===== config.mk =====
export PLATFORM = sky130hd
export DESIGN_NAME = datapath_sequencer
export DESIGN_NICKNAME = d
export VERILOG_FILES = /design/src/rtl/datapath_sequencer.sv
export SDC_FILE = /design/constraint.sdc
export NUM_CORES = 1
export LEC_CHECK = 0
export ABC_CLOCK_PERIOD_IN_PS = 5200
export CORE_MARGIN = 2
export CORE_UTILIZATION = 50
export CTS_CLUSTER_DIAMETER = 120
export DETAILED_ROUTE_END_ITERATION = 8
export PLACE_DENSITY = 0.85
export SLEW_MARGIN = 5
export SYNTH_ARGS = -nofsm -noshare
export SYNTH_HDL_FRONTEND = slang
export SYNTH_SLANG_ARGS = --single-unit

===== constraint.sdc =====
create_clock -name clk -period 5.2 [get_ports clk]
set_input_delay 1.04 -clock clk [delete_from_list [all_inputs] [get_ports clk]]
set_output_delay 1.04 -clock clk [all_outputs]
set_load 0.05 [all_outputs]

===== src/rtl/datapath_sequencer.sv =====
// Multi-cycle sequencer that fetches, decodes and drives the datapath control word.
// 2 cycles per instruction (LD 3); controls combinational from state/IR; start only sampled in IDLE/HALT.
module datapath_sequencer #(
    parameter int         size    = 8,
    parameter logic [3:0] FS_ADD  = 4'b0010,
    parameter logic [3:0] FS_MOVB = 4'b1100
) (
    input  logic            clk,
    input  logic            rst_n,
    input  logic            start,
    output logic [size-1:0] instr_addr,
    input  logic [15:0]     instr_data,
    input  logic            V,
    input  logic            C,
    input  logic            N,
    input  logic            Z,
    input  logic [size-1:0] jump_address,
    output logic            MB,
    output logic            RW,
    output logic            MD,
    output logic            MW,
    output logic [1:0]      DA,
    output logic [1:0]      AA,
    output logic [1:0]      BA,
    output logic [3:0]      FS,
    output logic [size-1:0] constant,
    output logic            busy,
    output logic            halted
);

    typedef enum logic [2:0] {S_IDLE, S_FETCH, S_EXEC, S_MEM, S_HALT} state_t;

    localparam logic [3:0] OP_ALU  = 4'h1;
    localparam logic [3:0] OP_ADDI = 4'h2;
    localparam logic [3:0] OP_LDI  = 4'h3;
    localparam logic [3:0] OP_LD   = 4'h4;
    localparam logic [3:0] OP_ST   = 4'h5;
    localparam logic [3:0] OP_JMP  = 4'h6;
    localparam logic [3:0] OP_JR   = 4'h7;
    localparam logic [3:0] OP_BZ   = 4'h8;
    localparam logic [3:0] OP_BN   = 4'h9;
    localparam logic [3:0] OP_BC   = 4'hA;
    localparam logic [3:0] OP_BV   = 4'hB;
    localparam logic [3:0] OP_HALT = 4'hF;

    state_t          state, state_nxt;
    logic [size-1:0] pc, pc_nxt, pc_inc, imm_ext;
    logic [15:0]     ir, ir_nxt;
    logic [3:0]      flags, flags_nxt;
    logic [3:0]      op;

    assign op         = ir[15:12];
    assign pc_inc     = pc + size'(1);
    assign imm_ext    = size'(ir[7:0]);
    assign instr_addr = pc;
    assign busy       = (state == S_FETCH) || (state == S_EXEC) || (state == S_MEM);
    assign halted     = (state == S_HALT);

    always_ff @(posedge clk or negedge rst_n) begin
        if (!rst_n) begin
            state <= S_IDLE;
            pc    <= '0;
            ir    <= '0;
            flags <= '0;
        end else begin
            state <= state_nxt;
            pc    <= pc_nxt;
            ir    <= ir_nxt;
            flags <= flags_nxt;
        end
    end

    always_comb begin
        state_nxt = state;
        pc_nxt    = pc;
        ir_nxt    = ir;
        flags_nxt = flags;
        MB        = 1'b0;
        RW        = 1'b0;
        MD        = 1'b0;
        MW        = 1'b0;
        DA        = 2'b00;
        AA        = 2'b00;
        BA        = 2'b00;
        FS        = 4'b0000;
        constant  = '0;

        case (state)
            S_IDLE: begin
                if (start) state_nxt = S_FETCH;
            end
            S_FETCH: begin
                ir_nxt    = instr_data;
                state_nxt = S_EXEC;
            end
            S_EXEC: begin
                DA        = ir[11:10];
                AA        = ir[9:8];
                BA        = ir[7:6];
                constant  = imm_ext;
                state_nxt = S_FETCH;
                pc_nxt    = pc_inc;
                case (op)
                    OP_ALU: begin
                        FS        = ir[3:0];
                        RW        = 1'b1;
                        flags_nxt = {V, C, N, Z};
                    end
                    OP_ADDI: begin
                        FS        = FS_ADD;
                        MB        = 1'b1;
                        RW        = 1'b1;
                        flags_nxt = {V, C, N, Z};
                    end
                    OP_LDI: begin
                        FS = FS_MOVB;
                        MB = 1'b1;
                        RW = 1'b1;
                    end
                    OP_LD: begin
                        MD        = 1'b1;
                        pc_nxt    = pc;
                        state_nxt = S_MEM;
                    end
                    OP_ST:  MW     = 1'b1;
                    OP_JMP: pc_nxt = imm_ext;
                    OP_JR:  pc_nxt = jump_address;
                    // op[1:0] picks Z/N/C/V out of the {V,C,N,Z} flag register
                    OP_BZ, OP_BN, OP_BC, OP_BV: begin
                        if (flags[op[1:0]]) pc_nxt = imm_ext;
                    end
                    OP_HALT: begin
                        pc_nxt    = pc;
                        state_nxt = S_HALT;
                    end
                    default: ;
                endcase
            end
            S_MEM: begin
                DA        = ir[11:10];
                AA        = ir[9:8];
                MD        = 1'b1;
                RW        = 1'b1;
                pc_nxt    = pc_inc;
                state_nxt = S_FETCH;
            end
            S_HALT: begin
                if (start) begin
                    pc_nxt    = '0;
                    flags_nxt = '0;
                    state_nxt = S_FETCH;
                end
            end
            default: state_nxt = S_IDLE;
        endcase
    end

endmodule


======== Yosys cells after proc, flatten, opt, wreduce, memory -nomap -nowiden ========
Index checks and enable logic that the tools add are counted.
word-level totals
  memories ................................ 0
  memory bits (writable) .................. 0
  flip-flop bits (word level) ............. 31
  bits in read-only memories .............. 0
  logic and storage cells ................. 66
  bits in latches ......................... 0
  output and inout bits ................... 32
  input bits .............................. 31
cells by class
  multiply operators ...................... 0
  multiplexer cells ....................... 26
  reductions and logical operators ........ 14
  bitwise operators ....................... 0
  div/mod/pow operators ................... 0
  $lt $le $gt $ge ......................... 1
  add/subtract/negate cells ............... 1
  equal/unequal tests ..................... 20
  shift operators ......................... 0
operators with widths
  kind                   count
  $pmux W8 S4            1
  $mux W8                3
  $pmux W8 S3            1
  $eq A4 B4 Y1 const B   5
  $eq A4 B3 Y1 const B   4
  $mux W4                3
  $pmux W3 S4            1
  $pmux W4 S3            1
  $reduce_or A2 Y1       5
  $add A8 B1 Y8 const B  1
  $eq A4 B2 Y1 const B   2
  $pmux W4 S2            1
  $mux W1                7
  $eq A3 B2 Y1 const B   2
  $mux W2                3
  $ne A2 B2 Y1 const B   3
  $pmux W3 S2            1
  $reduce_and A3 Y1      2
  $eq A4 B1 Y1 const B   1
  $pmux W1 S2            2
  $reduce_or A4 Y1       1
  $eq A3 B1 Y1 const B   1
  $eq A3 B3 Y1 const B   1
  $logic_not A3 Y1       1
  other kinds (8)        9

======== Depth between registers and ports, before layout ========
  word-level depth ........................ 5
  mapped depth ............................ 7
  gate-level depth less buffers ........... 6

======== Least setup slack after synthesis ========
No wires, ideal clock.
  path type ............................... reg2out
  from .................................... reg state[1]
  to ...................................... out FS[0]
  arrival ................................. 2.265 ns
  path buffers ............................ 1
  setup slack ............................. 1.895 ns
  stages on the path, launching flop included .. 7
  path through ............................ dfrtp_1 -> buf_2 -> and2b_1 -> nand2b_1 -> nor3_1 -> nand2_1 -> nor3b_1
on the way
  cells in the longest elaborated chain, start to end .. 2
RTL lines
  item                    line  source
  start, declared         46    state_t state, state_nxt;
  start signal, assigned  66    state <= state_nxt;
  $eq A3 B2 Y1            88    case (state)
  $mux W4                 88
  end, declared           25    output logic [3:0] FS,
No other way between the ends.

======== Worst setup path after layout ========
  from .................................... reg state[2]
  to ...................................... out RW
on the way
  cells in the longest elaborated chain, start to end .. 2
  elaborated cells between the ends (all ways) .. 3
  those cells by class .................... eq/ne (2); mux (1)
RTL lines
  item             line  source
  $eq A3 B2 Y1     88
  $pmux W1 S2 (*)  88
  end, declared    19    output logic RW,
Every way passes the cells marked *; elsewhere a longest branch is shown, timed or not.

==> results_dict.tcl <==
set metrics [dict create \
    regToRegStartpoint "ir[13]" \
    gp_congestion 0.916 \
    outcome "complete, no violations" \
    yosysTopAreaCell "dfrtp_1" \
    finalMaxSlewViolations 0 \
    arrival_ns 2.99 \
    drv_cap 0 \
    class_of_the_tightest_hold_or_removal_check "flop to flop" \
    grt_remaining_overflow 0 \
    setup.worst_path.start_class "flop" \
    number_of_flip_flops_and_latches_in_the_synthesized_netlist 31 \
    comb_power_share_pct 61.6 \
    post-layout-total-power_mw 1.84 \
    finalWorstPathRequiredPeriod_ns 4.03 \
    clockBufferDepth 2 \
    worst_skew_pair.late_latency_ns 0.29 \
    ys.warnings.count 0 \
    num_io_pins 63 \
    post_synth.cell_area_avg_um2 9.03 \
    hold_path_startpoint "ir[9]" \
    max_freq_mhz 248 \
    die_h_um 67.6 \
    syn_std_cell_area_um2 2020 \
    final_net_count 311 \
    netSwitchingFraction_pct 49.7 \
    rows 23 \
    synth_top_cell_area_share_pct 38.4 \
    synth.most_common_cell "dfrtp_1" \
    timing.critical_path.cells "nand2b_1, nor2_1, nand2_1, o21ai_0, clkdlybuf4s50_1" \
    critical_path.max_stage_delay_ns 0.84 \
    timing.clock.skew_ns 0.00665 \
    critical_path.endpoint_type "output port" \
    pwr-share-seq_pct 28.4 \
    setup_violations 0 \
    number_of_standard_cells_after_synthesis 224 \
    die_x_um 67.6 \
    post-cts-setup-buffer-count 0 \
    routed_wirelength_um 5230 \
    grt_start_max_net_pins 32 \
    synth_ff_type "dfrtp_1" \
    peakVddDrop_uv 391 \
    yosys.cell_types.count 53 \
    setup.worst_path.class "flop to output port" \
    initial_utilization_pct 51.3 \
    final-hold-violation-count 0 \
    cts_htree_levels 2 \
    vias 1906 \
    slew_headroom_pct 44.7 \
    cts_sinks 31 \
    largest_delay_share_family_worst_path "simple AND/OR/NAND/NOR gates" \
    pwrdens_nw_per_um2 675 \
    top_cells_by_area_synth "dfrtp_1 (38%), mux2_2 (8.9%), nand2_1 (4.8%), and2_1 (4.0%), mux2i_1 (4.0%)" \
    worstPathBufferInverterCount 1 \
    cts_tree "built" \
    rsz0062_at_grt "no" \
    place.detailed.hpwl_um 3840 \
    critical_path_fanouts_max 13 \
    cts_resized 0 \
    total_neg_setup_slack_ns 0 \
    placement.io_buffers 62 \
    routed_wire_length_per_instance_um 15.8 \
    synthTopCellsByCount "dfrtp_1 (31), nand2_1 (26), mux2_2 (16), nor2_1 (16)" \
    ys_seq_area_share_pct 38.4 \
    finish.cell_count_without_fillers 330 \
    syn_nets 256 \
    path_clk_slew_ns 0.06 \
    die_area_um2 4570 \
    drtPass1Iterations 4 \
    total_leakage_power_nw 1.13 \
    postLayoutCoreUtil_pct 68.9 \
    p_int_mw 0.924 \
    max_slew.worst_pin.slew_ns 0.826 \
    worst-endpoint-required_ns 4.16 \
    global_route_wire_length_before_repair_um 8670 \
    antenna_left 0 \
    async_flop_share_pct 100 \
    vias_per_cell 5.78 \
    cts_made_buffers 5 \
    crit_path_start "state[2]" \
    antennaDiodeCount 0 \
    pwr-share-clk_pct 10.0 \
    vias_in_the_first_global_route 1811 \
    initial_antenna_violation_count 0 \
    p_sw_mw 0.911 \
    drc_violations_left 0 \
    layout-area-overhead-vs-synth_pct 34.4 \
    period_share_pct 77.5 \
    drive_above_1_share_pct 11.4 \
    synth_enable_flop_cells 0 \
    hold_ws_ns 0.504 \
    reg2reg_setup_slack_ns 3.04 \
    root_buffer "clkbuf_8" \
    cpMaxStageDelayCell "clkdlybuf4s50_1" \
    hold_buffers 0 \
    placeableCoreArea_um2 3940 \
    grt_usage_pct 25.6 \
    dp.cells 322 \
    drt-initial-drc-count 185 \
]
-- flip-flops by register name (all words and copies together), names as in the netlist --
register    cells
flags           4
state           3
ir             16
instr_addr      8
-- worst paths after layout --
kind                                 end  cells after the start
setup / recovery                      RW                      5
hold / removal                     ir[9]                      1
setup reg to reg           instr_addr[4]                      5
hold reg to reg                    ir[9]                      1
max in group asynchronous  instr_addr[7]                      2
min in group asynchronous       flags[1]                      2
-- metrics by stage --
step	instance area, um^2	setup WS [ns]
finish	2720	1.17
global route	2720	1.05
CTS	2720	1.22
detailed placement	2640	1.54
global placement	2640	1.69
floorplan	2020	1.90
-- area by class of cell --
| class | count | area [um^2] |
|---|---|---|
| Inverter | 6 | 22.5 |
| Timing Repair Buffer | 64 | 636 |
| Sequential cell | 31 | 776 |
| Tap cell | 50 | 62.6 |
| Clock inverter | 1 | 5.00 |
| Clock buffer | 7 | 76.3 |
| Fill cell | 319 | 1220 |
| Multi-Input combinational cell | 171 | 1140 |
-- placed cells by master, fill, tap and decap left out, drive strengths merged, types with 2 or more instances in the layout --
master and instances:
nand2 26, clkbuf 7, a311oi 4, a22oi 2, nor3b 2, a31o 3, mux2 16, nor2b 3
and2 13, nand3b 2, a211o 4, nand3 3, a221o 2, o31ai 2, a21oi 14, inv 6
nor3 4, o22ai 2, o21a 2, clkdlybuf4s50 62, buf 2, nand2b 2, dfrtp 31, mux2i 8
and3 3, o21ai 18, nor2 17
-- power groups by stage --
stage	sequential, mW	combinational, mW	clock (mW)
finish	0.521	1.13	0.183
floorplan	0.516	0.831	0
CTS	0.517	1.13	0.186
detailed placement	0.523	1.13	0
global placement	0.518	1.11	0
global route	0.547	1.21	0.196
-- metal layers --
metal | up-vias | track usage, % | part of all wire (%)
met1 | 907 | 32.3 | 43
met3 | 7 | 6.33 | 6.8
met2 | 72 | 42.8 | 49
met4 | 0 | 8.16 | 1.1
met5 | - | 0 | 0
li1 | 920 | - | -
-- logic make-up (layout without fill, tap and decap cells) --
logic type,count (synthesis),count (layout),synth area share (%)
AOI/OAI and AO/OA,63,63,21.6
xor gates and xnor gates,1,1,0.433
adders and majority gates,1,1,0.619
buffers and inverters,22,78,5.26
DFF,31,31,38.4
muxes,24,24,12.9
and+or+nand+nor,82,82,20.9
Note: power is estimated with default switching activity, not from simulation.
